[src/rtl/mux_rr_nx1.sv]
// N-to-1 registered mux with explicit-select or round-robin grant; 1-cycle latency.
// Output register holds under backpressure (out_valid & !out_ready), and all in_ready bits drop.
module mux_rr_nx1 #(
  parameter int N     = 6,
  parameter int WIDTH = 32,
  parameter int SELW  = $clog2(N+1)
) (
  input  logic               clk,
  input  logic               rst_n,
  input  logic               mode,
  input  logic [SELW-1:0]    sel,
  input  logic [N*WIDTH-1:0] in_data,
  input  logic [N-1:0]       in_valid,
  output logic [N-1:0]       in_ready,
  output logic [WIDTH-1:0]   out_data,
  output logic               out_valid,
  input  logic               out_ready,
  output logic [SELW-1:0]    out_ch,
  output logic               sel_err
);

  localparam logic [SELW-1:0] NSEL = SELW'(N);
  localparam logic [SELW-1:0] LAST = SELW'(N-1);

  logic [SELW-1:0]  ptr;
  logic [N-1:0]     grant;
  logic             found;
  logic [SELW-1:0]  gidx;
  logic [WIDTH-1:0] gdata;
  logic             load_ok;
  logic             xfer;
  logic             sel_bad;

  // Round-robin scan: first pass covers ptr..N-1, second pass wraps to 0..ptr-1.
  always_comb begin
    grant = '0;
    found = 1'b0;
    if (!mode) begin
      for (int i = 0; i < N; i++) grant[i] = (sel == SELW'(i+1));
    end else begin
      for (int i = 0; i < N; i++) begin
        if (!found && in_valid[i] && (SELW'(i) >= ptr)) begin
          grant[i] = 1'b1;
          found    = 1'b1;
        end
      end
      for (int i = 0; i < N; i++) begin
        if (!found && in_valid[i] && (SELW'(i) < ptr)) begin
          grant[i] = 1'b1;
          found    = 1'b1;
        end
      end
    end
  end

  always_comb begin
    gidx  = '0;
    gdata = '0;
    for (int i = 0; i < N; i++) begin
      if (grant[i]) begin
        gidx  = SELW'(i);
        gdata = in_data[i*WIDTH +: WIDTH];
      end
    end
  end

  assign load_ok  = !out_valid | out_ready;
  assign in_ready = grant & {N{load_ok}};
  assign xfer     = |(in_valid & in_ready);
  assign sel_bad  = !mode && ((sel == '0) || (sel > NSEL)) && (|in_valid);

  always_ff @(posedge clk or negedge rst_n) begin
    if (!rst_n) begin
      out_valid <= 1'b0;
      out_data  <= '0;
      out_ch    <= '0;
      ptr       <= '0;
      sel_err   <= 1'b0;
    end else begin
      sel_err <= sel_bad;
      if (xfer) begin
        out_valid <= 1'b1;
        out_data  <= gdata;
        out_ch    <= gidx + 1'b1;
        if (mode) ptr <= (gidx == LAST) ? '0 : gidx + 1'b1;
      end else if (out_ready) begin
        out_valid <= 1'b0;
      end
    end
  end

endmodule

[config.mk]
export PLATFORM = sky130hd
export DESIGN_NAME = mux_rr_nx1
export DESIGN_NICKNAME = d
export VERILOG_FILES = /design/src/rtl/mux_rr_nx1.sv
export SDC_FILE = /design/constraint.sdc
export NUM_CORES = 1
export LEC_CHECK = 0
export CORE_AREA = 2 2 145 91
export DETAILED_ROUTE_END_ITERATION = 16
export DIE_AREA = 0 0 147 93
export GPL_TIMING_DRIVEN = 0
export PLACE_DENSITY_LB_ADDON = 0.15
export SLEW_MARGIN = 25
export SYNTH_ARGS = -nofsm -noshare
export SYNTH_HDL_FRONTEND = slang
export SYNTH_SLANG_ARGS = --single-unit
[constraint.sdc]
create_clock -name clk -period 3.25 [get_ports clk]
set_clock_uncertainty 0.1 [all_clocks]
set_input_delay 0.325 -clock clk [delete_from_list [all_inputs] [get_ports clk]]
set_output_delay 0.325 -clock clk [all_outputs]
set_load 0.02 [all_outputs]
# == Word level (Yosys, flattened, before mapping) ==
# Cells that the tools add are included.
# op_classes
n_addsub,1
n_mul,0
div,0
n_lt_le_gt_ge,13
n_eq_ne,7
shift,0
muxes,48
bitwise,3
n_reduce_logical,44
# ops
operator,n
2-to-1 mux 32 bit,6
2-to-1 mux 1 bit,36
logical AND 1 bit,25
2-to-1 mux 3 bit,5
logical NOT 1 bit,13
AND 6 bit,2
== test 3 bit (second input constant),4
OR reduction 6 bit,2
== test 3 x 2 -> 1 bit (second input constant),2
greater-or-equal comparator 1 x 3 -> 1 bit (first input constant),2
greater-or-equal comparator 2 x 3 -> 1 bit (first input constant),2
greater-or-equal comparator 3 bit (first input constant),2
< comparator 1 x 3 -> 1 bit (first input constant),2
< comparator 2 x 3 -> 1 bit (first input constant),2
< comparator 3 bit (first input constant),2
2-to-1 mux 6 bit,1
adder 3 x 1 -> 3 bit (second input constant),1
== test 3 x 1 -> 1 bit (second input constant),1
> comparator 3 bit (second input constant),1
logical NOT 3 bit,1
AND reduction 2 bit,1
nonzero test 2 bit,1
logical OR 1 bit,1
bitwise OR 1 bit,1
# totals
regBits,40
latchBits,0
mem_bits_rw,0
mem_bits_ro,0
in_bits,205
out_inout_bits,43
wordCells,121
memories,0

# == Longest topological paths before layout ==
# Gate-level depths: netlist (run 1).
# depth
depth_word,66
depth_mapped,13
mapped_depth_nobuf,10

# == Worst setup path after synthesis (run 1) ==
# Ideal clock, no wire load.
# synth_path
kind,input -> register
start,in in_valid[0]
end,reg ptr[2]
setup_time_ns,0.128
arrival_time_ns,2.839
required_ns,3.022
slack_ns,0.184
stages,12
path_buffers,3
path_cell_list,clkbuf_1 > or4_1 > nor4_2 > or2_1 > buf_2 > buf_2 > nor2_1 > inv_1 > ha_1 > nor2_1 > mux2_2 > mux2_1
# synth_via
elab_chain_cells,62
word_cells_on_any_way,80
cone_classes,1 x add/sub; 1 x eq/ne; 40 x mux; 2 x bitwise; 36 x reduce/logical
# synth_lines
element,line,source
"start, declared",13,"input logic [N-1:0] in_valid,"
"parallel branches: the longest is 62 deep, another holds logical AND 1 bit",n/a,
"end signal, assigned",85,if (mode) ptr <= (gidx == LAST) ? '0 : gidx + 1'b1;
"end, declared",25,logic [SELW-1:0] ptr;
# Several ways; the timed one is not identified. The select of a mux whose other input is x is not followed.
# A chain may end at the register's enable or synchronous reset.

# == Final worst setup path (run 1) ==
# layout_path
start,in sel[2]
end,reg ptr[2]
# layout_via
elab_chain_cells,9
word_cells_on_any_way,19
cone_classes,1 x add/sub; 7 x eq/ne; 7 x mux; 2 x bitwise; 2 x reduce/logical
# layout_lines
element,line,source
"start, declared",11,"input logic [SELW-1:0] sel,"
== test 3 x 2 -> 1 bit,39,for (int i = 0; i < N; i++) grant[i] = (sel == SELW'(i+1));
2-to-1 mux 6 bit *,38,if (!mode) begin
2-to-1 mux 1 bit,60,if (grant[i]) begin
2-to-1 mux 3 bit (4 in series),60,
adder 3 x 1 -> 3 bit or == test 3 bit (tied branches),85,
2-to-1 mux 3 bit,85,
# Mark *: on every way between the ends. The rest lies on a longest branch, timed or not.

==> flow_metrics.py, run 1 <==
metrics = {
    "routing": {
        "vias": 4562,
        "dr.first_iter.drc_count": 305,
        "dr.pass1.iters": 5,
        "ant_nets": 0,
        "routedWlPerCell_um": 21.6,
        "drc": 0,
        "vias_per_cell": 5.48,
        "postRouteWirelength_um": 18000,
    },
    "pwr": {
        "powerDensity_nw_per_um2": 674,
        "finalPower_mw": 4.57,
        "leakagePower_nw": 2.65,
        "ir_drop_uv": 343,
    },
    "die": {
        "die-width_um": 147,
        "core_sq_um": 12400,
        "die_area_sq_um": 13700,
        "die_h_um": 93,
        "row_count": 32,
        "start_util_pct": 29.2,
        "io_pins": 248,
    },
    "critical_path": {
        "cp_data_arrival_time_ps": 3250,
        "cp-start-kind": "input port",
        "required_ps": 3320,
        "worst_setup_path_end_kind": "flip-flop",
        "worstPathMaxFanout": 10,
        "crit_start": "sel[2]",
        "path_class": "in -> reg",
        "timing.rr.start": "ptr[1]",
    },
    "clocking": {
        "cts_max_level": 2,
        "cts.sinks": 40,
        "cts_buffer_depth": 2,
        "cts_made_buffers": 5,
        "cts_root_buf": "clkbuf_16",
        "clk_pin_slew_ps": 60,
        "clk_latency_ps": 290,
        "cts_tree": "built",
    },
    "yosys": {
        "syn_area_per_cell_sq_um": 9.20,
        "synth_nets": 601,
        "seq_area_frac_synth_pct": 27.6,
        "syn_area_sq_um": 3620,
        "ys.flop_type": "dfrtp_1",
        "synth_top_area_share_pct": 27.6,
        "ys_ff_latch": 40,
        "synthTopCellsByArea": "dfrtp_1 28%, o32ai_2 8.5%, a221o_1 7.5%, a221oi_1 6.5%, o221ai_1 6.5%",
        "synth_edf_count": 0,
        "ys_types": 55,
        "synthArstFlopShare_pct": 100,
        "synth_area_leader_cell": "dfrtp_1",
        "netlist_instances": 394,
        "yosysWarnings": 0,
    },
    "final_layout": {
        "fin_nets": 868,
        "final_cell_mix": "233 x clkdlybuf4s50_1, 39 x inv_1, 38 x dfrtp_1",
        "drive_gt1_share_pct": 15.1,
        "n_fill_cell": 1125,
        "post-route-cell-area_sq_um": 6780,
        "area_delta_synth_final_pct": 87.0,
        "final_common_cell": "clkdlybuf4s50_1",
        "diodes": 0,
    },
    "hold_path": {
        "min_path_type": "in -> async",
    },
    "grt": {
        "grt_max_degree": 27,
        "antenna_found_initial": 0,
        "grtUsageTotal_pct": 25.4,
        "grt_pass1_wl_um": 26800,
        "grt_overflow": 0,
        "grt_pass1_vias": 4577,
    },
    "placement": {
        "preCtsSetupSlack_ps": -1200,
        "dpl.hpwl_um": 13900,
        "gp_congestion": 0.868,
        "io_buffers": 245,
        "placed_area_sq_um": 6300,
    },
    "timing": {
        "hold_slack_ps": 389,
        "worst_pin_slew_ps": 664,
        "post-route-period-util_pct": 98.1,
        "maxSlewViolCount": 0,
        "post-route-min-period_ps": 3190,
        "finalHoldViolations": 0,
        "slew-limit-headroom_pct": 55.2,
        "setup_ws_ps": 62.9,
        "final-setup-viol-count": 0,
        "fmax_mhz": 314,
    },
    "job": {
        "maxCapViolCount": 0,
    },
    "outcome": {
        "status": "completed",
    },
}
==> stage by stage <==
step	instances	util (%)	TNS (ps)
finish	832	54.6	0
floorplan	394	-	0
CTS	825	53.8	0
global route	832	54.6	-16.9
global placement	809	50.7	-30570
detailed placement	810	50.8	-32960
==> synthesized netlist by cell type, types with 4 or more instances <==
cell type and n:
a21oi_1 9, clkbuf_1 22, o32ai_2 19, o221ai_1 27, o21a_1 8, inv_1 39, a221o_1 27, o21ai_0 18
nand4_1 5, nand2_1 12, a221oi_1 27, nor4_1 4, nor2b_1 8, mux2i_1 7, and2_1 4, dfrtp_1 40
o32ai_1 8, a222oi_1 5, nand2b_1 29, mux2_1 4, a2111oi_0 4, buf_2 11, buf_4 5, nor2_1 12
==> per-layer routing <==
| metal | up-vias | track usage, % | wire (um) |
|---|---|---|---|
| met4 | 0 | 2.64 | 87 |
| met3 | 9 | 6.93 | 1700 |
| met1 | 2212 | 33.9 | 7820 |
| met5 | - | 0 | 0 |
| met2 | 218 | 43.0 | 8360 |
| li1 | 2123 | - | - |
==> where the power goes <==
part,internal [mW],total (mW),switching [mW]
clock network,0.303,0.512,0.209
registers,0.742,0.896,0.154
logic,1.50,3.16,1.66
==> layout make-up <==
| class | instances | area [sq um] | area share, % |
|---|---|---|---|
| Timing Repair Buffer | 262 | 2590 | 38.3 |
| Multi-Input combinational cell | 274 | 2400 | 35.5 |
| Sequential cell | 40 | 1000 | 14.8 |
| Buffer | 39 | 268 | 3.95 |
| Tap cell | 170 | 213 | 3.14 |
| Inverter | 39 | 146 | 2.16 |
| Clock buffer | 6 | 139 | 2.05 |
| Clock inverter | 2 | 10.0 | 0.148 |
==> state kept, by name, summed over array words and instances (netlist names) <==
name and cells:
out_valid 1, sel_err 1, out_data 32, out_ch 3, ptr 3
==> critical path: stages <==
cell and delay (ps):
clkdlybuf4s50_1 540, nor3b_1 460, nand2_1 140, o21ai_0 210, or2_2 200, clkbuf_4 220
clkbuf_8 210, nor2_1 70, inv_1 50, ha_1 190, nor2_1 50, mux2_2 260
mux2_1 310
==> logic make-up (layout without fill, tap and decap cells) <==
| kind of cell | count (synthesis) | in the layout | synth area share (%) |
|---|---|---|---|
| multiplexers | 12 | 12 | 3.49 |
| XOR/XNOR | 1 | 1 | 0.242 |
| AND/OR/NAND/NOR | 88 | 88 | 14.2 |
| adder cells (fa/ha/maj) | 2 | 2 | 0.690 |
| flip-flops | 40 | 40 | 27.6 |
| buffers and inverters | 80 | 348 | 9.60 |
| AO/OA/AOI/OAI | 171 | 171 | 44.1 |
==> what timing repair did <==
action                     CTS  global route
pin swaps                    8             6
resized for setup           52            20
buffers inserted             7             8
hold buffers                 1             0
setup endpoints to repair   45            38
hold endpoints to repair    14             0
==> worst paths after layout <==
check                           slack [ps]  cells past startpoint      endpoint
worst max-delay path                    60                     13        ptr[2]
worst min-delay path                   390                      2  out_data[23]
worst max register to register          90                     10        ptr[2]
worst min register to register         410                      2  out_data[24]
max in group asynchronous             2180                      3  out_data[28]
min in group clk                       400                      3       sel_err
No activity file was read; power rests on OpenSTA's default activity.
==> run 2, diff against run 1 <==
==> constraint.sdc (replaced) <==
create_clock -name clk -period 3.4 [get_ports clk]
set_clock_uncertainty 0.1 [all_clocks]
set_input_delay 0.34 -clock clk [delete_from_list [all_inputs] [get_ports clk]]
set_output_delay 0.34 -clock clk [all_outputs]
set_load 0.02 [all_outputs]
==> flow_metrics.py, run 2 (synthesis gave the netlist of run 1 again) <==
metrics = {
    "die": {
        "die_h_um": 93,
        "core_sq_um": 12400,
        "io_pins": 248,
        "die-width_um": 147,
        "row_count": 32,
        "die_area_sq_um": 13700,
        "start_util_pct": 29.2,
    },
    "pwr": {
        "ir_drop_uv": 312,
        "powerDensity_nw_per_um2": 642,
        "leakagePower_nw": 2.60,
        "finalPower_mw": 4.30,
    },
    "timing": {
        "worst_pin_slew_ps": 690,
        "final-setup-viol-count": 0,
        "post-route-period-util_pct": 98.1,
        "grt_setup_unrepaired": "yes",
        "finalHoldViolations": 0,
        "post-route-min-period_ps": 3330,
        "maxSlewViolCount": 0,
        "slew-limit-headroom_pct": 54.0,
        "fmax_mhz": 300,
    },
    "critical_path": {
        "worstPathMaxFanout": 10,
        "path_class": "in -> reg",
        "worst_r2r_endpoint": "ptr[2]",
        "ff2ff_setup_slack_ps": 140,
        "path_cells": "clkdlybuf4s50_1, clkbuf_4, nand2_1, a2111oi_2, o21a_1, or2_2, buf_2, clkbuf_8, nor2_1, inv_1, ha_1, nor2_1, mux2_2, mux2_1",
        "cpMostUsedCell": "nor2_1",
        "worst_setup_path_end_kind": "flip-flop",
        "crit_start": "mode",
        "cp-start-kind": "input port",
        "cpPeakStageDelay_ps": 570,
        "timing.rr.start": "ptr[1]",
        "required_ps": 3470,
        "cpMaxStageDelayCell": "clkdlybuf4s50_1",
        "cp_data_arrival_time_ps": 3400,
        "r2r_cells": 13,
        "path_delay_family": "buffers and inverters",
        "critPathBufInv": 5,
    },
    "final_layout": {
        "post-route-cell-area_sq_um": 6700,
        "final_common_cell": "clkdlybuf4s50_1",
        "fin_nets": 862,
        "n_fill_cell": 1131,
        "largest-register": "out_data",
        "top_regs": "out_data x32, out_ch x3, ptr x3",
        "final_cell_mix": "236 x clkdlybuf4s50_1, 39 x inv_1, 39 x dfrtp_1",
        "seq_area_sq_um": 1000,
        "drive_gt1_share_pct": 13.3,
        "diodes": 0,
        "largest_reg_flops": 32,
        "final_util_pct": 53.9,
        "area_delta_synth_final_pct": 84.8,
        "multi_input_comb_area_sq_um": 2390,
    },
    "routing": {
        "drc": 0,
        "dr.first_iter.drc_count": 332,
        "vias": 4504,
        "dr.pass1.iters": 6,
        "vias_per_cell": 5.45,
        "routedWlPerCell_um": 21.7,
        "postRouteWirelength_um": 17900,
        "ant_nets": 0,
    },
    "placement": {
        "placed_area_sq_um": 6300,
        "io_buffers": 245,
        "gp_congestion": 0.868,
        "dpl.hpwl_um": 13900,
    },
    "grt": {
        "grt_pass1_vias": 4545,
        "grt_pass1_wl_um": 26700,
        "grt_max_degree": 27,
        "grtUsageTotal_pct": 25.4,
        "antenna_found_initial": 0,
        "grt_overflow": 0,
    },
    "clocking": {
        "clk_pin_slew_ps": 60,
        "clk_latency_ps": 290,
        "cts_max_level": 2,
        "cts_made_buffers": 5,
        "cts_buffer_depth": 2,
        "cts.sinks": 40,
        "cts_root_buf": "clkbuf_16",
        "cts_tree": "built",
    },
    "hold_path": {
        "min_path_type": "in -> async",
    },
    "outcome": {
        "status": "completed",
    },
    "job": {
        "maxCapViolCount": 0,
    },
}
-- run 2: cell type report --
class	instances	share of cell area, %
buffer	40	3.81
timing repair buffer	255	37.9
inverter	39	2.19
clock inverter	2	0.150
tap	170	3.18
sequential	40	15.0
multi-input combinational	274	35.7
clock buffer	6	2.07
-- run 2: routing by layer --
layer	wire, um	track usage (%)
met5	0	0
met4	69	2.64
met3	1500	6.93
met1	7950	33.8
met2	8380	42.9
-- run 2: power by group --
group	total (mW)	switching, mW	internal [mW]
combinational	2.94	1.56	1.39
sequential	0.864	0.156	0.708
clock	0.491	0.201	0.290
-- run 2: repair_timing --
action,4_1_cts,5_1_grt
buffers inserted,6,2
pin swaps,7,2
hold endpoints to repair,14,0
hold buffers,1,0
gates resized for setup,43,9
endpoints found under the setup margin,43,38
-- run 2: per-stage QoR --
step	std cells	hold slack [ps]	setup slack, ps	TNS [ps]
after detailed placement	810	194	-1080	-26980
after floorplan	394	-55.6	319	0
final	826	401	65.5	0
after CTS	824	408	-9.30	-9.30
after global routing	826	435	-30.3	-59.8
after global placement	809	370	-1070	-24590
-- run 2: worst max-delay path by stage --
stage	to	slack [ps]	cells after the start
final	ptr[2]	70	14
after floorplan	ptr[2]	320	12
after CTS	in_ready[0]	-9	10
after global routing	in_ready[5]	-30	9
after global placement	in_ready[0]	-1070	9
after detailed placement	in_ready[0]	-1080	9
==> run 3, diff against run 2 <==
--- a/config.mk
+++ b/config.mk
@@ -5,10 +5,11 @@
 export SDC_FILE = /design/constraint.sdc
 export NUM_CORES = 1
 export LEC_CHECK = 0
-export CORE_AREA = 2 2 145 91
+export CORE_AREA = 5 5 148 94
 export DETAILED_ROUTE_END_ITERATION = 16
-export DIE_AREA = 0 0 147 93
+export DIE_AREA = 0 0 153 99
 export GPL_TIMING_DRIVEN = 0
+export MAX_ROUTING_LAYER = met4
 export PLACE_DENSITY_LB_ADDON = 0.15
 export SLEW_MARGIN = 25
 export SYNTH_ARGS = -nofsm -noshare
==> flow_metrics.py, run 3 (synthesis gave the netlist of run 1 again) <==
metrics = {
    "outcome": {
        "status": "completed",
    },
    "final_layout": {
        "diodes": 0,
        "final_common_cell": "clkdlybuf4s50_1",
        "drive_gt1_share_pct": 13.3,
        "seq_area_sq_um": 1000,
        "largest_reg_flops": 32,
        "area_delta_synth_final_pct": 84.5,
        "n_fill_cell": 1122,
        "largest-register": "out_data",
        "fin_nets": 863,
        "multi_input_comb_area_sq_um": 2390,
        "final_cell_mix": "237 x clkdlybuf4s50_1, 39 x inv_1, 39 x dfrtp_1",
        "top_regs": "out_data x32, out_ch x3, ptr x3",
        "post-route-cell-area_sq_um": 6690,
    },
    "grt": {
        "grt_pass1_wl_um": 28400,
        "antenna_found_initial": 0,
        "grt_max_degree": 27,
        "grtUsageTotal_pct": 24.3,
        "grt_pass1_vias": 4880,
        "grt_overflow": 0,
    },
    "pwr": {
        "powerDensity_nw_per_um2": 637,
        "ir_drop_uv": 234,
        "combPwrFrac_pct": 68.8,
        "pwr-share-clk_pct": 11.0,
        "switching_share_pct": 44.6,
        "power.internal_mw": 2.36,
        "leakagePower_nw": 2.58,
        "p_seq_share_pct": 20.2,
        "switching_power_mw": 1.90,
    },
    "critical_path": {
        "timing.rr.start": "ptr[0]",
        "crit_path_end": "ptr[2]",
        "ff2ff_setup_slack_ps": 170,
        "required_ps": 3460,
        "worstPathMaxFanout": 10,
        "worst_r2r_endpoint": "ptr[2]",
        "path_class": "in -> reg",
        "worst_setup_path_end_kind": "flip-flop",
        "cp_data_arrival_time_ps": 3390,
        "crit_start": "in_valid[0]",
        "cp-start-kind": "input port",
        "r2r_cells": 13,
    },
    "clocking": {
        "cts_max_level": 2,
        "cts_root_buf": "clkbuf_16",
        "cts_made_buffers": 5,
        "cts_buffer_depth": 2,
        "clk_pin_slew_ps": 60,
        "cts.sinks": 40,
        "cts_tree": "built",
        "clk_latency_ps": 280,
    },
    "die": {
        "io_pins": 248,
        "die-width_um": 153,
        "die_h_um": 99,
        "start_util_pct": 29.2,
        "core_sq_um": 12400,
        "row_count": 32,
        "die_area_sq_um": 15100,
    },
    "placement": {
        "placed_area_sq_um": 6310,
        "gp_congestion": 0.928,
        "io_buffers": 245,
        "dpl.hpwl_um": 14600,
    },
    "timing": {
        "slew-limit-headroom_pct": 49.1,
        "post-route-period-util_pct": 97.8,
        "final-setup-viol-count": 0,
        "fmax_mhz": 301,
        "worst_pin_slew_ps": 761,
        "post-route-min-period_ps": 3320,
        "hold_slack_ps": 411,
        "finalHoldViolations": 0,
        "grt_setup_unrepaired": "no",
        "maxSlewViolCount": 0,
    },
    "routing": {
        "dr.first_iter.drc_count": 381,
        "ant_nets": 0,
        "vias": 4618,
        "postRouteWirelength_um": 18600,
        "drc": 0,
        "dr.pass1.iters": 7,
        "routedWlPerCell_um": 22.5,
        "vias_per_cell": 5.59,
    },
    "job": {
        "maxCapViolCount": 0,
    },
    "hold_path": {
        "min_path_cells": 1,
        "min_path_type": "reg -> reg",
    },
}
## run 3: cell types whose count changed in the layout (fill, tap and decap cells not counted), sizes merged
| cell | change |
|---|---|
| buf | +2 |
| clkdlybuf4s15 | -1 |
| clkdlybuf4s50 | +1 |
| clkinv | -1 |
| dlymetal6s2s | -1 |
## run 3: worst min-delay path by stage
stage               from        end  slack [ps]
2_1_floorplan      rst_n  out_ch[0]         -60
3_3_place_gp   out_ch[2]  out_ch[2]         370
3_5_place_dp       rst_n    sel_err         190
4_1_cts        out_ch[2]  out_ch[2]         410
5_1_grt        out_ch[2]  out_ch[2]         430
6_report       out_ch[2]  out_ch[2]         410
## run 3: power by group through the flow
stage / Combinational (mW) / Sequential (mW) / Clock [mW]
CTS: 2.92 / 0.857 / 0.481
finish: 2.93 / 0.859 / 0.469
detailed placement: 2.81 / 0.853 / 0
floorplan: 1.40 / 1.09 / 0
global placement: 2.75 / 0.844 / 0
global route: 3.13 / 0.880 / 0.505
## run 3: layer usage
layer	GRT usage (%)	routed length, um
met2	38.4	8630
met3	5.00	1250
met4	4.18	276
met5	-	0
met1	32.7	8420
## run 3: per-stage QoR
stage	instances	worst slack (ps)	total power, mW	setup TNS (ps)	util (%)
after floorplan	394	319	2.49	0	-
after global placement	809	-1010	3.60	-23510	50.7
after detailed placement	810	-1040	3.66	-25270	50.8
after CTS	824	9.73	4.26	0	53.4
after global routing	826	1.75	4.52	0	53.9
final	826	75.8	4.26	0	53.9
## run 3: layout make-up
cell class / instances / area share (%)
Timing Repair Buffer: 256 / 38.0
Multi-Input combinational cell: 274 / 35.8
Inverter: 39 / 2.19
Tap cell: 170 / 3.18
Buffer: 40 / 3.86
Sequential cell: 40 / 15.0
Clock buffer: 6 / 1.93
Clock inverter: 1 / 0.0749
## run 3: critical path, cell delays in order
cell and delay [ps]:
clkdlybuf4s50_1 470, buf_4 200, or4_4 550, nor4_4 330, or2_1 200, buf_6 180
buf_6 170, nor2_1 70, inv_1 60, ha_2 190, nor2_1 50, mux2_2 260
mux2_1 300
## run 3: repair_timing
action,4_1_cts,5_1_grt
pin swaps,5,5
hold endpoints to repair,14,0
resized for setup,39,19
setup buffers,7,2
hold buffers,1,0
setup endpoints to repair,43,37
